## src/rtl/hazard_stall_ctrl_if.sv

```systemverilog
// Bundle between the ID/stage A pipeline registers and the hazard/stall controller.
// master = pipeline side (drives decode/stage A fields), slave = controller.
interface hazard_stall_ctrl_if;
  logic       id_valid;
  logic [3:0] id_rs1;
  logic [3:0] id_rs2;
  logic       id_use1;
  logic       id_use2;
  logic       id_halt;
  logic [7:0] ex_instr;
  logic [1:0] ex_memc;
  logic       ex_reg_wr;
  logic [3:0] ex_alu_ctrl;
  logic       stall_front;
  logic       stall_a;
  logic       bubble_a;
  logic       bubble_b;
  logic       haz1;
  logic       haz2;
  logic       halt_sys;

  modport master (
    output id_valid, id_rs1, id_rs2, id_use1, id_use2, id_halt,
    output ex_instr, ex_memc, ex_reg_wr, ex_alu_ctrl,
    input  stall_front, stall_a, bubble_a, bubble_b, haz1, haz2, halt_sys
  );

  modport slave (
    input  id_valid, id_rs1, id_rs2, id_use1, id_use2, id_halt,
    input  ex_instr, ex_memc, ex_reg_wr, ex_alu_ctrl,
    output stall_front, stall_a, bubble_a, bubble_b, haz1, haz2, halt_sys
  );
endinterface

```

## src/rtl/hazard_stall_ctrl.sv

```systemverilog
// Hazard, stall, multi-cycle sequencing and drain-then-halt controller for the 4-stage core.
// Optional macro HAZ_FWD_EN: forward ALU results via haz1/haz2 instead of bubbling on every RAW.
module hazard_stall_ctrl #(
  parameter int         MC_CYCLES = 4,
  parameter logic [3:0] MC_CTRL   = 4'hF
) (
  input  logic                 clk,
  input  logic                 rst,
  hazard_stall_ctrl_if.slave   io_bus,
  output logic [1:0]           o_dbg_state
);

  typedef enum logic [1:0] {
    IDLE    = 2'd0,
    MC_BUSY = 2'd1,
    DRAIN   = 2'd2,
    HALTED  = 2'd3
  } state_t;

  state_t     r_state;
  state_t     w_next;
  logic [3:0] r_mc_cnt;
  logic [3:0] w_mc_cnt_nxt;

  logic w_match1, w_match2, w_mc_op, w_load_use, w_fwd1, w_fwd2, w_eval;
  logic w_stall_front, w_stall_a, w_bubble_a, w_bubble_b, w_haz1, w_haz2, w_halt_sys;
  logic w_unused;

  assign w_unused = ^{io_bus.ex_instr[7:4], io_bus.ex_memc[0]};

  // Register 0 is hardwired, so a write to it never creates a dependency.
  assign w_match1 = io_bus.id_valid & io_bus.id_use1 & io_bus.ex_reg_wr &
                    (io_bus.ex_instr[3:0] != 4'd0) & (io_bus.id_rs1 == io_bus.ex_instr[3:0]);
  assign w_match2 = io_bus.id_valid & io_bus.id_use2 & io_bus.ex_reg_wr &
                    (io_bus.ex_instr[3:0] != 4'd0) & (io_bus.id_rs2 == io_bus.ex_instr[3:0]);
  assign w_mc_op  = (io_bus.ex_alu_ctrl == MC_CTRL);

`ifdef HAZ_FWD_EN
  assign w_load_use = (w_match1 | w_match2) & io_bus.ex_memc[1];
  assign w_fwd1     = w_match1 & ~io_bus.ex_memc[1];
  assign w_fwd2     = w_match2 & ~io_bus.ex_memc[1];
`else
  assign w_load_use = w_match1 | w_match2;
  assign w_fwd1     = 1'b0;
  assign w_fwd2     = 1'b0;
`endif

  always_ff @(posedge clk or posedge rst) begin
    if (rst) begin
      r_state  <= IDLE;
      r_mc_cnt <= 4'd0;
    end else begin
      r_state  <= w_next;
      r_mc_cnt <= w_mc_cnt_nxt;
    end
  end

  always_comb begin
    w_next        = r_state;
    w_mc_cnt_nxt  = r_mc_cnt;
    w_eval        = 1'b0;
    w_stall_front = 1'b0;
    w_stall_a     = 1'b0;
    w_bubble_a    = 1'b0;
    w_bubble_b    = 1'b0;
    w_haz1        = 1'b0;
    w_haz2        = 1'b0;
    w_halt_sys    = 1'b0;

    case (r_state)
      IDLE: begin
        w_haz1 = w_fwd1;
        w_haz2 = w_fwd2;
        if (w_mc_op) begin
          w_stall_front = 1'b1;
          w_stall_a     = 1'b1;
          w_bubble_b    = 1'b1;
          w_mc_cnt_nxt  = 4'(MC_CYCLES - 2);
          w_next        = MC_BUSY;
        end else begin
          w_eval = 1'b1;
        end
      end
      MC_BUSY: begin
        if (r_mc_cnt != 4'd0) begin
          w_stall_front = 1'b1;
          w_stall_a     = 1'b1;
          w_bubble_b    = 1'b1;
          w_mc_cnt_nxt  = r_mc_cnt - 4'd1;
        end else begin
          // Release cycle: the op still sits in stage A, so do not re-detect it.
          w_next = IDLE;
          w_eval = 1'b1;
          w_haz1 = w_fwd1;
          w_haz2 = w_fwd2;
        end
      end
      DRAIN: begin
        w_stall_front = 1'b1;
        w_bubble_a    = 1'b1;
        w_next        = HALTED;
      end
      default: begin
        w_stall_front = 1'b1;
        w_halt_sys    = 1'b1;
      end
    endcase

    if (w_eval) begin
      if (w_load_use) begin
        w_stall_front = 1'b1;
        w_bubble_a    = 1'b1;
      end else if (io_bus.id_valid & io_bus.id_halt) begin
        w_stall_front = 1'b1;
        w_bubble_a    = 1'b1;
        w_next        = DRAIN;
      end
    end
  end

  // Outputs are held low while reset is asserted, whatever the inputs show.
  assign io_bus.stall_front = w_stall_front & ~rst;
  assign io_bus.stall_a     = w_stall_a & ~rst;
  assign io_bus.bubble_a    = w_bubble_a & ~rst;
  assign io_bus.bubble_b    = w_bubble_b & ~rst;
  assign io_bus.haz1        = w_haz1 & ~rst;
  assign io_bus.haz2        = w_haz2 & ~rst;
  assign io_bus.halt_sys    = w_halt_sys & ~rst;
  assign o_dbg_state        = r_state;

endmodule

```

## src/flat_wrapper.sv

```systemverilog
// flat-port wrapper written by rule: the top's interface ports become plain ports
module hazard_stall_ctrl_flat 
#(
  parameter int         MC_CYCLES = 4,
  parameter logic [3:0] MC_CTRL   = 4'hF
)
  (clk, rst, o_dbg_state, io_bus_id_valid, io_bus_id_rs1, io_bus_id_rs2, io_bus_id_use1, io_bus_id_use2, io_bus_id_halt, io_bus_ex_instr, io_bus_ex_memc, io_bus_ex_reg_wr, io_bus_ex_alu_ctrl, io_bus_stall_front, io_bus_stall_a, io_bus_bubble_a, io_bus_bubble_b, io_bus_haz1, io_bus_haz2, io_bus_halt_sys);
  hazard_stall_ctrl_if io_bus_i ();
  input  logic clk;
  input  logic rst;
  output logic [1:0] o_dbg_state;
  input wire logic [$bits(io_bus_i.id_valid)-1:0] io_bus_id_valid;
  input wire logic [$bits(io_bus_i.id_rs1)-1:0] io_bus_id_rs1;
  input wire logic [$bits(io_bus_i.id_rs2)-1:0] io_bus_id_rs2;
  input wire logic [$bits(io_bus_i.id_use1)-1:0] io_bus_id_use1;
  input wire logic [$bits(io_bus_i.id_use2)-1:0] io_bus_id_use2;
  input wire logic [$bits(io_bus_i.id_halt)-1:0] io_bus_id_halt;
  input wire logic [$bits(io_bus_i.ex_instr)-1:0] io_bus_ex_instr;
  input wire logic [$bits(io_bus_i.ex_memc)-1:0] io_bus_ex_memc;
  input wire logic [$bits(io_bus_i.ex_reg_wr)-1:0] io_bus_ex_reg_wr;
  input wire logic [$bits(io_bus_i.ex_alu_ctrl)-1:0] io_bus_ex_alu_ctrl;
  output wire logic [$bits(io_bus_i.stall_front)-1:0] io_bus_stall_front;
  output wire logic [$bits(io_bus_i.stall_a)-1:0] io_bus_stall_a;
  output wire logic [$bits(io_bus_i.bubble_a)-1:0] io_bus_bubble_a;
  output wire logic [$bits(io_bus_i.bubble_b)-1:0] io_bus_bubble_b;
  output wire logic [$bits(io_bus_i.haz1)-1:0] io_bus_haz1;
  output wire logic [$bits(io_bus_i.haz2)-1:0] io_bus_haz2;
  output wire logic [$bits(io_bus_i.halt_sys)-1:0] io_bus_halt_sys;
  assign io_bus_i.id_valid = io_bus_id_valid;
  assign io_bus_i.id_rs1 = io_bus_id_rs1;
  assign io_bus_i.id_rs2 = io_bus_id_rs2;
  assign io_bus_i.id_use1 = io_bus_id_use1;
  assign io_bus_i.id_use2 = io_bus_id_use2;
  assign io_bus_i.id_halt = io_bus_id_halt;
  assign io_bus_i.ex_instr = io_bus_ex_instr;
  assign io_bus_i.ex_memc = io_bus_ex_memc;
  assign io_bus_i.ex_reg_wr = io_bus_ex_reg_wr;
  assign io_bus_i.ex_alu_ctrl = io_bus_ex_alu_ctrl;
  assign io_bus_stall_front = io_bus_i.stall_front;
  assign io_bus_stall_a = io_bus_i.stall_a;
  assign io_bus_bubble_a = io_bus_i.bubble_a;
  assign io_bus_bubble_b = io_bus_i.bubble_b;
  assign io_bus_haz1 = io_bus_i.haz1;
  assign io_bus_haz2 = io_bus_i.haz2;
  assign io_bus_halt_sys = io_bus_i.halt_sys;
  hazard_stall_ctrl #(.MC_CYCLES(MC_CYCLES), .MC_CTRL(MC_CTRL)) u_core (.clk(clk), .rst(rst), .io_bus(io_bus_i), .o_dbg_state(o_dbg_state));
endmodule
```

## config.mk

```make
export PLATFORM = sky130hd
export DESIGN_NAME = hazard_stall_ctrl_flat
export DESIGN_NICKNAME = d
export VERILOG_FILES = /design/src/rtl/hazard_stall_ctrl_if.sv /design/src/rtl/hazard_stall_ctrl.sv /design/src/flat_wrapper.sv
export SDC_FILE = /design/constraint.sdc
export NUM_CORES = 1
export LEC_CHECK = 0
export BUFFER_PORTS_ARGS = -buffer_cell sky130_fd_sc_hd__buf_2
export CORE_MARGIN = 5
export CORE_UTILIZATION = 25
export CTS_CLUSTER_SIZE = 10
export DETAILED_ROUTE_END_ITERATION = 6
export GPL_TIMING_DRIVEN = 0
export SYNTH_ARGS = -nofsm -noshare
export SYNTH_HDL_FRONTEND = slang
export SYNTH_SLANG_ARGS = --single-unit
```

## constraint.sdc

```tcl
create_clock -name clk -period 2.29 [get_ports clk]
set_clock_uncertainty 0.05 [all_clocks]
set_input_delay 0.1145 -clock clk [delete_from_list [all_inputs] [get_ports clk]]
set_output_delay 0.1145 -clock clk [all_outputs]
set_load 0.03 [all_outputs]
```

## Word-level counts from Yosys, hierarchy flattened

Cells that the tools add are included.

| word-level totals | value |
|---|---|
| bits in registers | 6 |
| memories kept | 0 |
| bits in latches | 0 |
| RAM bits | 0 |
| bits of input ports | 29 |
| memory bits (read-only) | 0 |

| operators by class | value |
|---|---|
| multipliers | 0 |
| reduce and logical (&&, ||, !) cells | 6 |
| equal/unequal tests | 7 |
| bitwise gates (word level) | 15 |
| $add $sub $neg | 1 |
| muxes and demuxes | 24 |
| magnitude comparators | 0 |
| shift-type cells | 0 |
| div/mod/pow operators | 0 |

Operators with widths:

| kind | count |
|---|---|
| $and 1x1->1 | 13 |
| $mux 1 | 12 |
| $mux 2 | 5 |
| $eq 4x4->1 | 2 |
| $mux 4 | 2 |
| $pmux 4 s2 | 1 |
| $reduce_bool 4->1 | 2 |
| $pmux 1 s2 | 3 |
| $pmux 2 s3 | 1 |
| $eq 4x4->1 const B | 1 |
| $ne 2x1->1 const B | 2 |
| $sub 4x1->4 const B | 1 |
| $reduce_and 3->1 | 1 |
| $reduce_or 3->1 | 1 |
| $eq 2x1->1 const B | 1 |
| $eq 2x2->1 const B | 1 |
| $logic_not 2->1 | 1 |
| $reduce_bool 2->1 | 1 |
| $not 1->1 | 1 |
| $or 1x1->1 | 1 |

## Depth between registers and ports, before layout

Gate-level depths: netlist of the first run.

| logic depth | value |
|---|---|
| depth in word-level cells | 8 |
| mapped depth | 6 |

## Worst setup path after synthesis of the first run

No wires, ideal clock.

| timing | value |
|---|---|
| path type | reg-to-output |
| start point | register u_core.r_mc_cnt[0] |
| end point | output port io_bus_stall_a |
| setup slack | 0.094 ns |
| buffers on the path | 1 |
| cell stages (with the launch flop) | 7 |
| arrival | 2.031 ns |
| path through | dfrtp_1 -> inv_1 -> ha_1 -> nor4bb_1 -> o21ba_2 -> nor3_1 -> buf_4 |

| between the ends | value |
|---|---|
| word-level cells in the longest chain between the ends | 4 |

Ends and longest elaborated chain:

| item | RTL line | source |
|---|---|---|
| start: declaration | hazard_stall_ctrl.sv:22 | `logic [3:0] r_mc_cnt;` |
| start signal: assignment | hazard_stall_ctrl.sv:54 | `r_mc_cnt <= w_mc_cnt_nxt;` |
| $reduce_bool 4->1 | hazard_stall_ctrl.sv:85 | `if (r_mc_cnt != 4'd0) begin` |
| $mux 1 | - |  |
| $pmux 1 s2 | - |  |
| $and 1x1->1 | - |  |
| end: declaration | flat_wrapper.sv:23 | `output wire logic [$bits(io_bus_i.stall_a)-1:0] io_bus_stall_a;` |

No other way between the ends.

## Worst setup path after layout of the first run

| timing | value |
|---|---|
| start point | register u_core.r_mc_cnt[0] |
| end point | output port io_bus_bubble_a |

| between the ends | value |
|---|---|
| word-level cells in the longest chain between the ends | 5 |

Ends and longest elaborated chain:

| item | RTL line | source |
|---|---|---|
| $reduce_bool 4->1 | hazard_stall_ctrl.sv:85 |  |
| $mux 1 | hazard_stall_ctrl.sv:85 |  |
| $pmux 1 s2 | hazard_stall_ctrl.sv:70 | `case (r_state)` |
| $mux 1 | hazard_stall_ctrl.sv:109 | `if (w_eval) begin` |
| $and 1x1->1 | hazard_stall_ctrl.sv:124 | `assign io_bus.bubble_a = w_bubble_a & ~rst;` |
| end: declaration | flat_wrapper.sv:24 | `output wire logic [$bits(io_bus_i.bubble_a)-1:0] io_bus_bubble_a;` |

No other way between the ends.

==> flow_metrics.py, run 1 <==
metrics = {
    "synth": {
        "synth_cells": 62,
        "synth_cell_types": 32,
        "yosys_register_bits": 6,
        "synth-edff-count": 0,
        "synth_ff_type": "dfrtp_1",
        "syn_area_per_cell_um2": 8.68,
        "ys_seq_area_share_pct": 27.9,
        "synthTopCellsByArea": "dfrtp_1 (28%), xor2_1 (9.8%), ha_1 (4.7%)",
        "synth_area_um2": 538,
        "yosys.area.top_type": "dfrtp_1",
        "async_flop_share_pct": 100,
        "netlist.area_leader.share_pct": 27.9,
        "synth_warnings": 0,
    },
    "floorplanning": {
        "initial_utilization_pct": 26.9,
        "die_y_um": 56.4,
        "die-area_um2": 3180,
        "pin_count": 38,
        "core_area_um2": 2000,
        "chipWidth_um": 56.4,
        "rows": 16,
    },
    "route": {
        "first_pass_iters": 4,
        "drc": 0,
        "wl_per_cell_um": 11.0,
        "vias": 577,
        "viasPerCell": 4.69,
        "antenna_left": 0,
        "drt_wl_total_mm": 1.36,
        "first_iter_violations": 11,
    },
    "power": {
        "p_seq_share_pct": 30.3,
        "leakage_nw": 0.375,
        "power_density_nw_per_um2": 894,
        "switchingPower_mw": 0.289,
        "vdd_drop_max_mv": 0.463,
        "p_int_mw": 0.384,
        "swShare_pct": 43.0,
        "clkPwrFrac_pct": 14.7,
        "pwr-share-comb_pct": 55.0,
    },
    "global_route": {
        "grt_max_degree": 11,
        "antenna_found_initial": 0,
        "gr-total-overflow": 0,
        "grt_pass1_vias": 586,
        "grt_pass1_wl_mm": 2.24,
        "grt_usage_pct": 8.84,
    },
    "setup_path": {
        "path_max_fanout": 7,
        "required_ps": 2130,
        "path_buf_inv": 2,
        "slowest_stage": "dfrtp_1",
        "worst-endpoint-arrival_ps": 1940,
        "slowest_delay_ps": 420,
        "worstPathCellList": "inv_1, ha_1, nor4bb_1, o21ba_2, o21ai_1, a31oi_1, buf_2",
        "criticalPathCategory": "reg -> out",
        "path_delay_family": "compound AO/OA/AOI/OAI gates",
        "cp-start-kind": "register",
        "crit_path_end_kind": "primary output",
    },
    "cells_and_area": {
        "utilization_pct": 37.6,
        "antenna-diode-count": 0,
        "nets": 129,
        "area_delta_synth_final_pct": 40.0,
        "stdcell_count": 123,
        "drive_gt1_share_pct": 40.6,
    },
    "placed_design": {
        "port_buffers": 29,
        "gp_congestion": 0.705,
        "pre_cts_ws_ps": 461,
        "hpwl_mm": 1.17,
        "placedCellCount": 119,
    },
    "sta": {
        "fin_tns_setup_ps": 0,
        "maxSlewViolCount": 0,
        "finalHoldViolCount": 0,
        "finalSetupViolations": 0,
        "layout_setup_ws_ps": 185,
        "fin_crit_sh_pct": 91.9,
        "rsz0062_at_grt": "no",
        "finalCriticalPeriod_ps": 2110,
        "fmax_mhz": 475,
    },
    "clock_network": {
        "clock-sinks": 6,
        "clk_path_buf_depth": 2,
        "clock_latency_ps": 250,
        "ctsRootBufferMaster": "clkbuf_4",
        "cts_tree": "yes",
        "htree_levels": 1,
        "path_clk_slew_ps": 50,
        "post_cts_buffers": 0,
        "cts_buffers": 3,
    },
    "outcome": {
        "status": "completed",
    },
    "hold_path": {
        "worstHoldPathType": "in -> reg",
    },
    "run": {
        "cap_violations": 0,
    },
}
## registers in the layout, indices dropped and copies added (netlist names)
signal / cells
u_core.r_mc_cnt: 4
u_core.o_dbg_state: 2
## worst paths after layout
check,from,slack [ps],depth (start not counted),endpoint
max,u_core.r_mc_cnt[0],180,7,io_bus_bubble_a
min,io_bus_id_use2,240,3,u_core.o_dbg_state[1]
max reg2reg,u_core.r_mc_cnt[0],640,6,u_core.r_mc_cnt[0]
min reg2reg,u_core.r_mc_cnt[1],490,2,u_core.r_mc_cnt[1]
max in group asynchronous,rst,1660,3,u_core.o_dbg_state[1]
min in group asynchronous,rst,320,3,u_core.r_mc_cnt[3]
## Yosys cell counts (2+ instances only)
cell type  instances
dfrtp_1            6
nand2_1            5
nand4_1            2
a41oi_1            2
inv_1              4
xnor2_1            2
a22o_1             2
a21o_1             2
nor3_1             4
buf_4              3
o21ai_0            2
nor2_1             2
xor2_1             6
ha_1               2
## layout by cell type, fill, tap and decap left out, types with 2 or more instances in the layout
| master | instances |
|---|---|
| a22o_1 | 2 |
| buf_2 | 29 |
| nand2_1 | 5 |
| inv_1 | 4 |
| o21ai_0 | 2 |
| xor2_1 | 6 |
| clkbuf_4 | 3 |
| dfrtp_1 | 6 |
| nor3_1 | 4 |
| a41oi_1 | 2 |
| a21o_1 | 2 |
| nor2_1 | 2 |
| ha_1 | 2 |
| nand4_1 | 2 |
| conb_1 | 2 |
| buf_4 | 3 |
| xnor2_1 | 2 |
## power groups by stage
stage / registers (mW) / logic, mW / clock network [mW]
2_1_floorplan: 0.212 / 0.266 / 0
3_3_place_gp: 0.202 / 0.366 / 0
3_5_place_dp: 0.204 / 0.375 / 0
4_1_cts: 0.203 / 0.375 / 0.104
5_1_grt: 0.211 / 0.410 / 0.109
6_report: 0.204 / 0.370 / 0.0992
## cells by family after synthesis
| logic type | share of synthesized area, % |
|---|---|
| xor gates and xnor gates | 13.0 |
| AOI/OAI and AO/OA | 18.6 |
| DFF | 27.9 |
| adders and majority gates | 4.65 |
| buffers and inverters | 7.67 |
| and+or+nand+nor | 27.4 |
| other | 0.697 |
## routing by layer
metal | up-vias | GRT usage, % | routed length (um)
met5 | - | 0 | 0
met1 | 260 | 9.19 | 519
met2 | 25 | 15.4 | 682
met4 | 0 | 3.05 | 14
li1 | 290 | - | -
met3 | 2 | 4.36 | 141
## stage by stage
step	power, mW	hold WS (ps)	cell area [um2]
after detailed placement	0.578	30.2	721
after global routing	0.729	268	753
after CTS	0.682	239	753
after global placement	0.568	31.0	721
after floorplan	0.479	-132	542
final	0.673	242	753
## what timing repair did
action | CTS | global route
endpoints found under the hold margin | 6 | 0
gates resized for setup | 0 | 0
hold buffers | 1 | 0
## worst min-delay path, stage by stage
cell and delay [ps]:
buf_2 100, nand4_1 100, a41o_1 180
## layout make-up
type	instances	area (um2)
well taps	27	33.8
plain buffers	4	26.3
multi-input cells	49	350
inverters	4	15.0
repair buffers	30	155
clock buffers	3	22.5
flip-flops and latches	6	150
fillers	225	1250
(Power assumes the default switching activity.)
==> run 2: changes to the inputs <==
--- a/config.mk
+++ b/config.mk
@@ -9,4 +9,5 @@
 export CORE_MARGIN = 5
 export CORE_UTILIZATION = 25
+export CTS_CLUSTER_DIAMETER = 40
 export CTS_CLUSTER_SIZE = 10
 export DETAILED_ROUTE_END_ITERATION = 6
==> constraint.sdc (replaced) <==
create_clock -name clk -period 2.29 [get_ports clk]
set_clock_uncertainty 0.05 [all_clocks]
set_input_delay 0.458 -clock clk [delete_from_list [all_inputs] [get_ports clk]]
set_output_delay 0.458 -clock clk [all_outputs]
set_load 0.03 [all_outputs]
==> flow_metrics.py, run 2 (synthesis gave the netlist of run 1 again) <==
metrics = {
    "hold_path": {
        "worstHoldPathType": "in -> async",
    },
    "cells_and_area": {
        "mostFrequentLayoutCell": "buf_2",
        "antenna-diode-count": 0,
        "largest-register": "u_core.r_mc_cnt",
        "most-common-layout-cells": "buf_2 (27), buf_4 (10), xor2_1 (6)",
        "area_delta_synth_final_pct": 54.2,
        "fillers": 217,
        "final-seq-area_um2": 151,
        "nets": 133,
        "largest_reg_flops": 4,
        "multi_input_area_um2": 393,
        "drive_gt1_share_pct": 51.0,
        "stdcell_count": 127,
    },
    "placed_design": {
        "placedCellCount": 119,
        "port_buffers": 29,
        "gp_congestion": 0.703,
        "hpwl_mm": 1.14,
    },
    "floorplanning": {
        "die_y_um": 56.4,
        "initial_utilization_pct": 26.9,
        "core_area_um2": 2000,
        "pin_count": 38,
        "chipWidth_um": 56.4,
        "rows": 16,
        "die-area_um2": 3180,
    },
    "sta": {
        "finalHoldViolCount": 0,
        "finalSetupViolations": 0,
        "maxSlewViolCount": 0,
        "finalCriticalPeriod_ps": 2180,
        "rsz0062_at_grt": "no",
        "fin_crit_sh_pct": 95.2,
        "fin_tns_setup_ps": 0,
        "fmax_mhz": 459,
    },
    "clock_network": {
        "ctsRootBufferMaster": "clkbuf_4",
        "clk_path_buf_depth": 2,
        "clock-sinks": 6,
        "path_clk_slew_ps": 50,
        "clock_latency_ps": 250,
        "cts_buffers": 3,
        "htree_levels": 1,
        "cts_tree": "yes",
    },
    "route": {
        "antenna_left": 0,
        "viasPerCell": 4.79,
        "first_pass_iters": 2,
        "wl_per_cell_um": 11.9,
        "drc": 0,
        "first_iter_violations": 2,
        "drt_wl_total_mm": 1.51,
        "vias": 608,
    },
    "setup_path": {
        "r2r-end": "u_core.r_mc_cnt[0]",
        "crit_path_end_kind": "primary output",
        "rrSetupSlack_ps": 730,
        "r2r_cells": 6,
        "criticalPathCategory": "reg -> out",
        "worst-endpoint-arrival_ps": 1670,
        "r2r_start": "u_core.r_mc_cnt[0]",
        "required_ps": 1780,
        "cp-start-kind": "register",
        "path_max_fanout": 5,
    },
    "global_route": {
        "antenna_found_initial": 0,
        "grt_pass1_vias": 565,
        "grt_usage_pct": 9.22,
        "grt_max_degree": 11,
        "gr-total-overflow": 0,
        "grt_pass1_wl_mm": 2.39,
    },
    "outcome": {
        "status": "completed",
    },
    "power": {
        "power_density_nw_per_um2": 938,
        "leakage_nw": 0.421,
        "vdd_drop_max_mv": 0.364,
    },
    "run": {
        "cap_violations": 0,
    },
}
==> run 2: critical path, stage by stage, from the launching register on <==
cell,delay [ps]
dfrtp_1,400
inv_2,90
ha_4,140
nor4bb_4,200
o21ba_4,200
o21ai_2,60
a31oi_1,150
buf_4,180
==> run 2: worst max path at each step <==
stage / from / endpoint / slack [ps] / depth (start not counted)
final: u_core.r_mc_cnt[0] / io_bus_bubble_a / 110 / 7
after global routing: u_core.r_mc_cnt[0] / io_bus_bubble_a / 10 / 7
after CTS: u_core.r_mc_cnt[0] / io_bus_bubble_a / 9 / 7
after detailed placement: u_core.r_mc_cnt[0] / io_bus_bubble_a / 110 / 7
after global placement: u_core.r_mc_cnt[0] / io_bus_bubble_a / 90 / 7
after floorplan: u_core.r_mc_cnt[0] / io_bus_bubble_a / 50 / 6
==> run 2: routing by layer <==
layer,part of all wire [%],up-vias,GRT usage (%)
met5,0,-,0
met4,0.60,0,1.02
met3,12,2,5.05
met2,49,31,16.7
met1,39,279,9.62
li1,-,296,-
==> run 2: final cells by class <==
class | instances | area share [%]
well taps | 27 | 4.07
flip-flops and latches | 6 | 18.3
inverters | 4 | 1.81
clock buffers | 3 | 2.71
plain buffers | 4 | 3.17
multi-input cells | 49 | 47.4
repair buffers | 34 | 22.6
==> run 2: repair_timing <==
action	CTS	global route
hold buffers	0	0
setup buffers	3	2
setup endpoints to repair	3	4
resized for setup	6	5
pin swaps	3	2
==> run 2: power by group <==
group / internal, mW / leakage [nW] / total [mW] / switching, mW
sequential: 0.153 / 0.0640 / 0.211 / 0.0584
combinational: 0.231 / 0.343 / 0.465 / 0.234
clock: 0.0596 / 0.0138 / 0.101 / 0.0419
total: 0.444 / 0.421 / 0.778 / 0.334
==> run 2: metrics by stage <==
step	utilization (%)	hold slack, ps	worst slack (ps)	total power, mW	cell area (um2)
3_5_place_dp	36.3	394	111	0.582	726
6_report	41.4	125	110	0.778	830
3_3_place_gp	36.3	387	93.6	0.571	726
2_1_floorplan	-	211	45.2	0.482	547
4_1_cts	39.2	128	9.49	0.721	785
5_1_grt	41.4	159	9.88	0.833	830
==> run 3: changes to the inputs <==
Settings changed: CORE_AREA set to 5 5 42 44, CORE_MARGIN 5 to unset, CORE_UTILIZATION 25 to unset, DIE_AREA set to 0 0 47 49, PLACE_DENSITY set to 0.79.
==> flow_metrics.py, run 3 (synthesis gave the netlist of run 1 again) <==
metrics = {
    "setup_path": {
        "crit_cells": 7,
        "slowest_delay_ps": 380,
        "worst-endpoint-arrival_ps": 1660,
        "crit_path_end_kind": "primary output",
        "r2r_cells": 9,
        "required_ps": 1780,
        "rrSetupSlack_ps": 510,
        "worstPathCellList": "inv_2, ha_4, nor4bb_4, o21ba_4, nor3_2, buf_4, buf_2",
        "r2r_start": "u_core.r_mc_cnt[0]",
        "path_max_fanout": 5,
        "path_delay_family": "flip-flops",
        "r2r-end": "u_core.r_mc_cnt[1]",
        "cp-start-kind": "register",
        "criticalPathCategory": "reg -> out",
        "path_buf_inv": 3,
        "cp-startpoint": "u_core.r_mc_cnt[0]",
        "slowest_stage": "dfrtp_1",
    },
    "placed_design": {
        "postPlaceCellArea_um2": 712,
        "gp_congestion": 0.780,
        "hpwl_mm": 1.15,
        "port_buffers": 29,
    },
    "floorplanning": {
        "die_y_um": 49,
        "core_area_um2": 1400,
        "initial_utilization_pct": 38.4,
        "pin_count": 38,
        "die-area_um2": 2300,
        "rows": 14,
        "chipWidth_um": 47,
    },
    "clock_network": {
        "clk_path_buf_depth": 2,
        "hold_buffers": 0,
        "cts_tree": "yes",
        "cts_buffers": 3,
        "clock-sinks": 6,
        "clock_latency_ps": 240,
        "path_clk_slew_ps": 40,
        "ctsRootBufferMaster": "clkbuf_4",
        "htree_levels": 1,
    },
    "global_route": {
        "gr-total-overflow": 0,
        "grt_pass1_wl_mm": 2.50,
        "grt_max_degree": 11,
        "grt_pass1_vias": 609,
        "antenna_found_initial": 0,
        "grt_usage_pct": 14.4,
    },
    "sta": {
        "maxSlewViolCount": 0,
        "fmax_mhz": 461,
        "fin_tns_setup_ps": 0,
        "rsz0062_at_grt": "no",
        "finalSetupViolations": 0,
        "finalHoldViolCount": 0,
        "finalCriticalPeriod_ps": 2170,
        "fin_crit_sh_pct": 94.6,
    },
    "cells_and_area": {
        "drive_gt1_share_pct": 50.0,
        "antenna-diode-count": 0,
        "mostFrequentLayoutCell": "buf_2",
        "largest_reg_flops": 4,
        "final_cell_area_um2": 810,
        "largest-register": "u_core.r_mc_cnt",
        "area_delta_synth_final_pct": 50.5,
        "nets": 133,
        "most-common-layout-cells": "buf_2 (28), buf_4 (9), xor2_1 (6)",
        "utilization_pct": 57.8,
        "fillers": 136,
    },
    "power": {
        "leakage_nw": 0.420,
        "vdd_drop_max_mv": 0.402,
        "power_density_nw_per_um2": 942,
    },
    "route": {
        "first_pass_iters": 2,
        "vias": 595,
        "first_iter_violations": 4,
        "antenna_left": 0,
        "drc": 0,
        "wl_per_cell_um": 12.4,
        "viasPerCell": 5.13,
        "drt_wl_total_mm": 1.44,
    },
    "run": {
        "cap_violations": 0,
    },
    "hold_path": {
        "worstHoldPathType": "in -> async",
    },
    "outcome": {
        "status": "completed",
    },
}
## run 3: cell counts in the layout (fill, tap and decap cells not counted)
No cell type changed its count.
## run 3: stage by stage
step                      power [mW]  setup slack, ps  hold WS (ps)  cells
after floorplan                0.482             45.2           211     63
after global placement         0.564              105           381    108
after detailed placement       0.588             68.0           383    108
after CTS                      0.728             12.0           124    114
after global routing           0.821             27.0           150    116
final                          0.763              123           122    116
## run 3: report_power, final
| group | switching [mW] | internal, mW | leakage [nW] |
|---|---|---|---|
| sequential | 0.0621 | 0.153 | 0.0640 |
| combinational | 0.233 | 0.221 | 0.343 |
| clock | 0.0353 | 0.0591 | 0.0138 |
## run 3: cell type report
type	count	area, um2	area share, %
buffer	4	26.3	3.25
clock buffer	3	22.5	2.78
inverter	4	15.0	1.85
multi-input combinational	49	389	48.1
sequential	6	151	18.7
tap	16	20.0	2.47
timing repair buffer	34	185	22.9
## run 3: worst max path at each step
stage	end	slack, ps
2_1_floorplan	io_bus_bubble_a	50
3_3_place_gp	io_bus_bubble_a	100
3_5_place_dp	io_bus_bubble_a	70
4_1_cts	io_bus_bubble_a	10
5_1_grt	io_bus_bubble_a	30
6_report	io_bus_stall_a	120
## run 3: what timing repair did
action,CTS,global route
gates cloned,0,0
endpoints found under the setup margin,4,3
resized for setup,4,5
pin swaps,2,2
setup buffers,3,2
## run 3: layer usage
layer / share of wire (%) / global-route usage [%] / vias to the layer above
met1: 36 / 15.3 / 267
met4: 0.28 / 3.69 / 0
li1: - / - / 298
met5: 0 / 0 / -
met2: 53 / 24.4 / 28
met3: 10 / 7.01 / 2
